## src/rtl/usb_rx_pkt_ctrl.sv

```systemverilog
// Packet sequencer on the USB RX FIFO read port: pops and checks the PID, streams the
// payload with backpressure, enforces per-type length rules and reports one summary per packet.
module usb_rx_pkt_ctrl #(
  parameter int MAX_LEN = 64,
  parameter int LEN_W   = 7,
  parameter int TIMEOUT = 255,
  parameter int TO_W    = 8
) (
  input  logic             clk,
  input  logic             n_rst,
  input  logic             fifo_empty,
  input  logic [7:0]       fifo_r_data,
  output logic             fifo_r_enable,
  input  logic             rcving,
  input  logic             r_error,
  output logic             byte_valid,
  output logic [7:0]       byte_data,
  input  logic             byte_ready,
  output logic             pkt_valid,
  output logic [3:0]       pkt_pid,
  output logic [1:0]       pkt_type,
  output logic [LEN_W-1:0] pkt_len,
  output logic             pkt_err,
  output logic [1:0]       pkt_err_code
);

  typedef enum logic [1:0] {IDLE, PAYLOAD, DRAIN, DONE} state_t;
  typedef enum logic [1:0] {
    ERR_NONE = 2'b00,
    ERR_PID  = 2'b01,
    ERR_LEN  = 2'b10,
    ERR_RX   = 2'b11
  } err_t;

  state_t           state_q, state_d;
  logic [3:0]       pid_q, pid_d;
  logic [LEN_W-1:0] len_q, len_d;
  logic [TO_W-1:0]  to_q, to_d;
  err_t             err_q, err_d;
  err_t             len_code, final_code;
  logic             pop, deliver;

  logic [3:0]       pkt_pid_q;
  logic [1:0]       pkt_type_q;
  logic [LEN_W-1:0] pkt_len_q;
  err_t             pkt_code_q;

  // NOTE: every signal written here gets a default first, so no path can infer a latch.
  always_comb begin
    state_d = state_q;
    pid_d   = pid_q;
    len_d   = len_q;
    to_d    = to_q;
    err_d   = err_q;
    pop     = 1'b0;
    deliver = 1'b0;

    unique case (state_q)
      IDLE: begin
        len_d = '0;
        to_d  = '0;
        err_d = ERR_NONE;
        if (!fifo_empty) begin
          pop   = 1'b1;
          pid_d = fifo_r_data[3:0];
          if (fifo_r_data[7:4] == ~fifo_r_data[3:0]) begin
            state_d = PAYLOAD;
          end else begin
            err_d   = ERR_PID;
            state_d = DRAIN;
          end
        end
      end

      PAYLOAD: begin
        // Receiver error wins over everything else; the pending byte is left for DRAIN.
        if (r_error) begin
          if (err_q == ERR_NONE) err_d = ERR_RX;
          state_d = DRAIN;
        end else if (fifo_empty) begin
          if (!rcving) begin
            state_d = DONE;
          end else if (to_q == TO_W'(TIMEOUT - 1)) begin
            to_d    = TO_W'(TIMEOUT);
            if (err_q == ERR_NONE) err_d = ERR_RX;
            state_d = DONE;
          end else begin
            to_d = to_q + 1'b1;
          end
        end else if (len_q == LEN_W'(MAX_LEN)) begin
          if (err_q == ERR_NONE) err_d = ERR_LEN;
          state_d = DRAIN;
        end else if (byte_ready) begin
          pop     = 1'b1;
          deliver = 1'b1;
          len_d   = len_q + 1'b1;
          to_d    = '0;
        end
      end

      DRAIN: begin
        if (r_error && (err_q == ERR_NONE)) err_d = ERR_RX;
        if (!fifo_empty) begin
          pop  = 1'b1;
          to_d = '0;
        end else if (!rcving && !r_error) begin
          state_d = DONE;
        end
      end

      DONE: state_d = IDLE;
    endcase
  end

  // Length rule applies only when nothing else has gone wrong with the packet.
  always_comb begin
    len_code = ERR_NONE;
    case (pid_q[1:0])
      2'b01:   if (len_q != LEN_W'(2)) len_code = ERR_LEN;
      2'b10:   if (len_q != '0)        len_code = ERR_LEN;
      default: len_code = ERR_NONE;
    endcase
    final_code = (err_d != ERR_NONE) ? err_d : len_code;
  end

  // NOTE: state registers use non-blocking assignments so all flops update together at the edge.
  always_ff @(posedge clk) begin
    if (!n_rst) begin
      state_q    <= IDLE;
      pid_q      <= '0;
      len_q      <= '0;
      to_q       <= '0;
      err_q      <= ERR_NONE;
      pkt_pid_q  <= '0;
      pkt_type_q <= '0;
      pkt_len_q  <= '0;
      pkt_code_q <= ERR_NONE;
    end else begin
      state_q <= state_d;
      pid_q   <= pid_d;
      len_q   <= len_d;
      to_q    <= to_d;
      err_q   <= err_d;
      if (state_d == DONE) begin
        pkt_pid_q  <= pid_q;
        pkt_type_q <= pid_q[1:0];
        pkt_len_q  <= len_q;
        pkt_code_q <= final_code;
      end
    end
  end

  // Pops are suppressed while reset is asserted so no FIFO byte is lost during reset.
  assign fifo_r_enable = pop & n_rst;
  assign byte_valid    = deliver & n_rst;
  assign byte_data     = byte_valid ? fifo_r_data : 8'h00;

  assign pkt_valid     = (state_q == DONE);
  assign pkt_pid       = pkt_pid_q;
  assign pkt_type      = pkt_type_q;
  assign pkt_len       = pkt_len_q;
  assign pkt_err_code  = pkt_code_q;
  assign pkt_err       = (pkt_code_q != ERR_NONE);

endmodule
```

## config.mk

```make
export PLATFORM = sky130hd
export DESIGN_NAME = usb_rx_pkt_ctrl
export DESIGN_NICKNAME = d
export VERILOG_FILES = /design/src/rtl/usb_rx_pkt_ctrl.sv
export SDC_FILE = /design/constraint.sdc
export NUM_CORES = 1
export LEC_CHECK = 0
export BUFFER_PORTS_ARGS = -buffer_cell sky130_fd_sc_hd__buf_4
export CORE_MARGIN = 2
export CORE_UTILIZATION = 54
export CTS_CLUSTER_SIZE = 28
export DETAILED_ROUTE_END_ITERATION = 7
export HOLD_SLACK_MARGIN = 0.12
export PLACE_DENSITY_LB_ADDON = 0.12
export SYNTH_ARGS = -nofsm -noshare
export SYNTH_HDL_FRONTEND = slang
export SYNTH_SLANG_ARGS = --single-unit
```

## constraint.sdc

```tcl
create_clock -name clk -period 2.74 [get_ports clk]
set_input_delay 0.137 -clock clk [delete_from_list [all_inputs] [get_ports clk]]
set_output_delay 0.137 -clock clk [all_outputs]
set_load 0.005 [all_outputs]
```

* After elaboration in Yosys (flattened, before gate mapping)
Cells that the tools add are included.
Widths: inputs -> output; s select.
** Word-level totals
- Flip-flop bits (word level) :: 38
- Latch bits :: 0
- RAM bits :: 0
- Memory bits (read-only) :: 0
- Input port bits :: 14
- Output and inout port bits :: 27
- Word-level logic and storage cells :: 94
- Memories kept :: 0
** Cells by class
- Add/subtract/negate cells :: 2
- Multiply operators :: 0
- Div/mod/pow operators :: 0
- Magnitude comparators :: 0
- Equality and inequality tests :: 18
- Shift operators :: 0
- Muxes and demuxes :: 46
- Bitwise logic cells :: 4
- Reductions and logical operators :: 15
** Operators with widths (count)
- $mux 8 :: 8
- $mux 2 :: 20
- $mux 7 :: 4
- $pmux 8 s3 :: 1
- $pmux 7 s2 :: 1
- $ne 2x2->1 const B :: 5
- $ne 3x3->1 const B :: 3
- $add 8x1->8 const B :: 1
- $eq 2x2->1 const B :: 4
- $eq 8x8->1 const B :: 1
- $mux 1 :: 8
- $pmux 2 s4 :: 1
- $add 7x1->7 const B :: 1
- $eq 7x7->1 const B :: 1
- $ne 7x2->1 const B :: 1
- $reduce_bool 7->1 :: 1
- $pmux 2 s3 :: 1
- $reduce_and 6->1 :: 1
- $reduce_bool 2->1 :: 3
- $reduce_and 5->1 :: 1
- $eq 2x1->1 const B :: 2
- $eq 4x4->1 :: 1
- $logic_not 2->1 :: 2
- $not 4->4 :: 1
- other kinds (9) :: 12

* Longest topological paths before layout
Gate-level depths: netlist of the first run.
- Word-level depth :: 9
- Mapped depth :: 8
- Mapped depth without buffers :: 7

* Worst setup path after synthesis of the first run
Ideal clock, no wire load.
- Path kind :: register to register
- Start :: register len_q[2]
- End :: register pkt_code_q[0], in the netlist pkt_err_code[0]
- Setup time :: 0.123 ns
- Arrival time :: 1.988 ns
- Required time :: 2.617 ns
- Slack :: 0.629 ns
- Stages on the path, launching flop included :: 7
- Path through :: dfxtp_1 or4_1 buf_2 or3_4 a32oi_4 a21o_2 mux2_1
** Between the ends
- Longest elaborated chain between the ends :: 7
- Elaborated cells between the ends (all ways) :: 12
** Ends and longest elaborated chain
- start: declaration :: line 37 : logic [LEN_W-1:0] len_q, len_d;
- start signal: assignment :: line 141 : len_q <= len_d;
- $eq 7x7->1 * :: line 90 : end else if (len_q == LEN_W'(MAX_LEN)) begin
- $mux 2 :: line 90
- $mux 2 :: line 80 : end else if (fifo_empty) begin
- $mux 2 :: line 77 : if (r_error) begin
- $pmux 2 s3 :: line 58 : unique case (state_q)
- $reduce_bool 2->1 :: line 123 : final_code = (err_d != ERR_NONE) ? err_d : len_code;
- $mux 2 :: line 123
- end signal: assignment :: line 148 : pkt_code_q <= final_code;
- end: declaration :: line 46 : err_t pkt_code_q;
Every way passes the cells marked *; elsewhere a longest branch is shown, timed or not.
A chain may end at the register's enable or synchronous reset.

* Worst setup path in the final report of the first run
- Start :: register len_q[2]
- End :: register pkt_pid_q[0], in the netlist pkt_pid[0]
** Between the ends
- Longest elaborated chain between the ends :: 6
** Ends and longest elaborated chain
- $eq 7x7->1 :: line 90
- $mux 2 :: line 90
- $mux 2 :: line 80
- $mux 2 :: line 77
- $pmux 2 s4 :: line 58
- $eq 2x2->1 :: line 144 : if (state_d == DONE) begin
- end signal: assignment :: line 145 : pkt_pid_q <= pid_q;
- end: declaration :: line 43 : logic [3:0] pkt_pid_q;
Every way passes these cells.

==> flow_summary.yaml, run 1 <==
placed_design:
  gp_congestion: 0.8790
  place_hpwl_um: 3475
  io_buffers: 40
  dpl-instance-area_um2: 2347
  pre_cts_ws_ps: 348.8
  place_inst: 327
finish:
  final_cells: 336
  fin_util_pct: 67.56
  diodes: 0
  area_delta_synth_final_pct: 20.29
  drive_gt1_share_pct: 20.83
  layout.nets: 308
  finalInstanceArea_um2: 2455
power_and_ir_drop:
  leakage_nw: 0.9438
  p_per_area_nw_per_um2: 438.8
  max-vdd-ir-drop_v: 0.0003757
  p_total_mw: 1.077
synth:
  async_flop_share_pct: 0
  synth_most_common_cell: "dfxtp_1"
  ys_seq_area_share_pct: 35.32
  synth_area_leaders: "dfxtp_1 (35%), mux2i_1 (7.8%), nor2_1 (6.1%)"
  synth_common_cells: "dfxtp_1 (36), nor2_1 (33), nand2_1 (31), mux2i_1 (16), a21oi_1 (14)"
  synth-edff-count: 0
  yosysTopAreaCell: "dfxtp_1"
  synth_area_um2: 2041
  ys.flop_type: "dfxtp_1"
  syn_inst: 252
  ys_types: 51
  synth_warnings: 0
  ys_ff_latch: 36
  synth_top_area_share_pct: 35.32
  synth_fp_nets: 273
  synth.avg_cell_area_um2: 8.098
sta:
  finalWorstSetupSlack_ps: 350.6
  finClkSkew_ps: 3.659
  grt_setup_unrepaired: "no"
  fin_crit_ps: 2389
  worstMarginPinSlew_ps: 798.8
  period_share_pct: 87.21
  timing.slew.headroom_pct: 46.74
  whs_ps: 132.7
  setup_viol: 0
  hold_viol_final: 0
  tns_ps: 0
  drv_slew: 0
  fmax_mhz: 418.5
grt:
  grt_usage_pct: 24.65
  grt_pass1_vias: 1774
  grt_remaining_overflow: 0
  antenna_found_initial: 0
  grt_pass1_wl_um: 8162
  grt_max_degree: 40
clock_tree:
  tritoncts: "yes"
  numCtsBuffers: 5
  clockRootBuffer: "clkbuf_8"
  clock_latency_ps: 290
  cts_max_level: 2
  cts.clk_slew.worst_paths_ps: 70
  cts_buffer_depth: 2
  clock_sinks: 36
critical_path:
  endpoint_kind: "flop"
  worstPathArrival_ps: 2610
  crit_start: "len_q[2]"
  start_kind: "flop"
  criticalPathCategory: "flop to flop"
  cpPeakStageDelay_ps: 670
  cpMaxStageDelayCell: "a21oi_2"
  cp_cell_sequence: "or4_1, o21ai_1, o311ai_1, a21oi_2, mux2i_1"
  worst-path-buf-inv: 0
  crit_path_max_fanout: 11
  crit_family: "compound AO/OA/AOI/OAI gates"
  required_ps: 2960
  regToRegStartpoint: "len_q[2]"
detailed_routing:
  wl_met3_um: 238
  routed_via_density: 5.667
  routed.top_layer: "met4"
  drt_iter0_markers: 203
  drtAntennaViolNets: 0
  dr.pass1.iters: 4
  postRouteWirelength_um: 4767
  vias: 1904
  m1WireLength_um: 2060
  wire_per_inst_um: 14.19
  drc: 0
  dr_wl_met2_um: 2385
die:
  chipHeight_um: 65.48
  row_count: 22
  fp.dieW_um: 65.48
  core_region_area_um2: 3633
  ios: 41
  start_util_pct: 56.16
  dieArea_um2: 4287
run_status:
  outcome: "finished, final reports clean"
run:
  drv_cap: 0
hold_path:
  hp-class: "input port to flop"
  hold_start: "fifo_r_data[1]"
-- power breakdown --
part / internal [mW] / leakage (nW) / total [mW] / switching (mW)
Clock: 0.203 / 0.0434 / 0.397 / 0.194
Sequential: 0.533 / 0.291 / 0.547 / 0.0137
Combinational: 0.0603 / 0.609 / 0.133 / 0.0731
Total: 0.797 / 0.944 / 1.08 / 0.280
-- sequential cells by signal (all words and copies together), names as in the netlist --
signal,flops
pkt_err_code,2
pid_q,4
err_q,2
pkt_len,7
len_q,7
to_q,8
state_q,2
pkt_pid,4
-- worst register-to-register path, cell delays in order, from the launching register on --
cell,delay (ps)
dfxtp_1,350
or4_1,660
o21ai_1,180
o311ai_1,190
a21oi_2,670
mux2i_1,260
-- kinds of logic after synthesis --
logic type | after synthesis | synth area share [%]
and+or+nand+nor | 106 | 24.95
AOI/OAI and AO/OA | 49 | 17.23
DFF | 36 | 35.32
buffers and inverters | 28 | 5.946
muxes | 17 | 8.400
xor gates and xnor gates | 9 | 3.863
adders and majority gates | 7 | 4.292
-- final timing paths --
path / to / slack [ps] / depth (start not counted)
setup / recovery: pkt_pid[0] / 350 / 5
hold / removal: pid_q[1] / 130 / 3
setup reg to reg: pkt_pid[0] / 350 / 5
hold reg to reg: pkt_pid[2] / 460 / 2
-- area by class of cell --
cell class                      count  area, um2
Multi-Input combinational cell    188       1199
Fill cell                         335       1179
Clock buffer                        6      82.58
Clock inverter                      2      15.01
Inverter                           12      45.04
Timing Repair Buffer               44      332.8
Tap cell                           48      60.06
Sequential cell                    36      720.7
-- layout by cell type, fill, tap and decap left out, drive strengths merged, types with 5 or more instances in the layout --
master  Yosys  final
nand2b      5      5
dfxtp      36     36
ha          7      7
clkbuf     12      6
nand2      31     31
inv        12     12
xnor2       9      9
and3        8      8
o21ai       6      6
buf         4     43
o22ai       6      6
nor2       33     33
nor3        8      8
mux2i      16     16
a21oi      16     16
-- layer usage --
| layer | GRT usage, % | up-vias |
|---|---|---|
| li1 | - | 942 |
| met1 | 30.64 | 898 |
| met2 | 41.58 | 57 |
| met3 | 5.822 | 7 |
| met4 | 8.854 | 0 |
| met5 | 0 | - |
-- timing repair --
| action | 4_1_cts | 5_1_grt |
|---|---|---|
| endpoints found under the hold margin | 1 | 0 |
| buffers inserted | 0 | 0 |
| hold buffers | 1 | 0 |
| gates resized for setup | 0 | 0 |
No activity file was read; power rests on OpenSTA's default activity.
==> run 2, diff against run 1 <==
--- a/config.mk
+++ b/config.mk
@@ -7,7 +7,7 @@
 export LEC_CHECK = 0
 export BUFFER_PORTS_ARGS = -buffer_cell sky130_fd_sc_hd__buf_4
 export CORE_MARGIN = 2
-export CORE_UTILIZATION = 54
+export CORE_UTILIZATION = 25
 export CTS_CLUSTER_SIZE = 28
 export DETAILED_ROUTE_END_ITERATION = 7
 export HOLD_SLACK_MARGIN = 0.12
==> constraint.sdc (replaced) <==
create_clock -name clk -period 2.1 [get_ports clk]
set_input_delay 0.105 -clock clk [delete_from_list [all_inputs] [get_ports clk]]
set_output_delay 0.105 -clock clk [all_outputs]
set_load 0.005 [all_outputs]
==> run 2 against run 1 <==
Total power grew 35%. Combinational power is 65% higher. Clock-buffer cell count fell by 1. Clock power grew 31%. Non-clock buffer count grew 40. Flip-flop and latch count unchanged. Worst hold slack better by 130 ps. Fmax grew 14%. Via count rose by 7.5%. Cell count grew 28%. Largest power group unchanged.
==> flow_summary.yaml, run 2 (synthesized netlist as in run 1, its figures left out) <==
clock_tree:
  clockRootBuffer: "clkbuf_8"
  clock_sinks: 36
  cts.clk_slew.worst_paths_ps: 80
  numCtsBuffers: 5
  cts_max_level: 2
  clock_latency_ps: 300
  tritoncts: "yes"
  cts_buffer_depth: 2
sta:
  drv_slew: 0
  fin_crit_ps: 2097
  finClkSkew_ps: 8.272
  grt_setup_unrepaired: "yes"
  hold_viol_final: 0
  period_share_pct: 99.87
  worstMarginPinSlew_ps: 569.9
  whs_ps: 259.6
  fmax_mhz: 476.8
  timing.slew.headroom_pct: 62.00
  setup_viol: 0
  tns_ps: 0
  finalWorstSetupSlack_ps: 2.802
grt:
  grt_usage_pct: 14.03
  grt_pass1_wl_um: 9715
  grt_remaining_overflow: 0
  antenna_found_initial: 0
  grt_max_degree: 40
  grt_pass1_vias: 1987
power_and_ir_drop:
  max-vdd-ir-drop_v: 0.0002424
  leakage_nw: 1.151
  p_per_area_nw_per_um2: 488.2
die:
  start_util_pct: 26.14
  ios: 41
  chipHeight_um: 94.35
  fp.dieW_um: 94.35
  core_region_area_um2: 7807
  row_count: 32
  dieArea_um2: 8902
critical_path:
  crit_path_max_fanout: 3
  criticalPathCategory: "flop to flop"
  required_ps: 2300
  reg2reg_depth: 6
  cpMaxStageDelayCell: "or4_4"
  cpPeakStageDelay_ps: 540
  start_kind: "flop"
  endpoint_kind: "flop"
  regToRegStartpoint: "len_q[4]"
  ff2ff_setup_slack_ps: 3
  worstPathArrival_ps: 2290
  cp_cell_sequence: "or4_4, or3_4, a32oi_4, buf_6, a21o_4, mux2_4"
  r2r_end: "pkt_err_code[0]"
detailed_routing:
  routed_via_density: 4.758
  dr.pass1.iters: 4
  drc: 0
  postRouteWirelength_um: 5798
  drtAntennaViolNets: 0
  wire_per_inst_um: 13.48
  drt_iter0_markers: 73
  vias: 2046
finish:
  top_register: "to_q"
  diodes: 0
  fin_util_pct: 38.11
  largest_reg_flops: 8
  area_delta_synth_final_pct: 45.80
  layout.nets: 348
  layout_common_cells: "buf_4 (65), dfxtp_1 (35), nor2_1 (33), nand2_1 (31), mux2i_1 (16)"
  fillCellCount: 813
  drive_gt1_share_pct: 33.84
  final_common_cell: "buf_4"
placed_design:
  io_buffers: 40
  place_hpwl_um: 4240
  gp_congestion: 0.7924
  pre_cts_ws_ps: -221.0
hold_path:
  hold_depth: 3
  worstHoldEndpoint: "pkt_len[0]"
  hp-class: "input port to flop"
  hold_start: "n_rst"
run_status:
  outcome: "finished, final reports clean"
run:
  drv_cap: 0
run 2: stage by stage:
stage / total power, mW / std cells / instance area (um2)
6_report: 1.453 / 430 / 2975
5_1_grt: 1.517 / 430 / 2975
4_1_cts: 1.458 / 429 / 2939
3_5_place_dp: 0.9222 / 413 / 2655
3_3_place_gp: 0.9241 / 413 / 2655
2_1_floorplan: 0.8424 / 252 / 2041
run 2: power breakdown:
group	switching (mW)	internal (mW)	total, mW
registers	0.0150	0.695	0.710
logic	0.114	0.106	0.220
clock network	0.287	0.235	0.522
run 2: critical path, delay by kind of cell, from the launching register on:
kind | cells | cell delay, ps
buffers and inverters | 1 | 140
AO/OA/AOI/OAI | 2 | 300
AND/OR/NAND/NOR | 2 | 940
multiplexers | 1 | 290
flip-flops | 1 | 320
run 2: worst max path at each step:
stage                  start         endpoint  slack [ps]  depth (start not counted)
finish              len_q[4]  pkt_err_code[0]           3                          6
global route        len_q[4]     byte_data[7]         -40                          6
CTS                 len_q[4]  pkt_err_code[0]         -50                          6
detailed placement  len_q[2]       pkt_pid[3]        -220                          6
global placement    len_q[2]       pkt_len[4]        -180                          6
floorplan           len_q[2]  pkt_err_code[0]         -10                          6
run 2: timing repair:
item,4_1_cts,5_1_grt
setup buffers,4,1
hold buffers,4,0
gates resized for setup,26,4
endpoints found under the hold margin,4,0
endpoints found under the setup margin,21,22
pin swaps,10,4
cloned,0,0
run 2: layer usage:
layer  vias up  GRT usage [%]  share of wire [%]
met3         8          2.953                4.3
met1       969          17.64                 46
li1       1027              -                  -
met4         0          4.469                1.4
met5         -              0                  0
met2        42          23.99                 49
run 2: area by class of cell:
| cell class | count | area, um2 | share of cell area [%] |
|---|---|---|---|
| flip-flops and latches | 36 | 721.9 | 24.26 |
| inverters | 12 | 45.04 | 1.514 |
| clock inverters | 3 | 23.77 | 0.7990 |
| multi-input cells | 188 | 1274 | 42.81 |
| clock buffers | 5 | 68.82 | 2.313 |
| repair buffers | 84 | 714.4 | 24.01 |
| well taps | 102 | 127.6 | 4.289 |
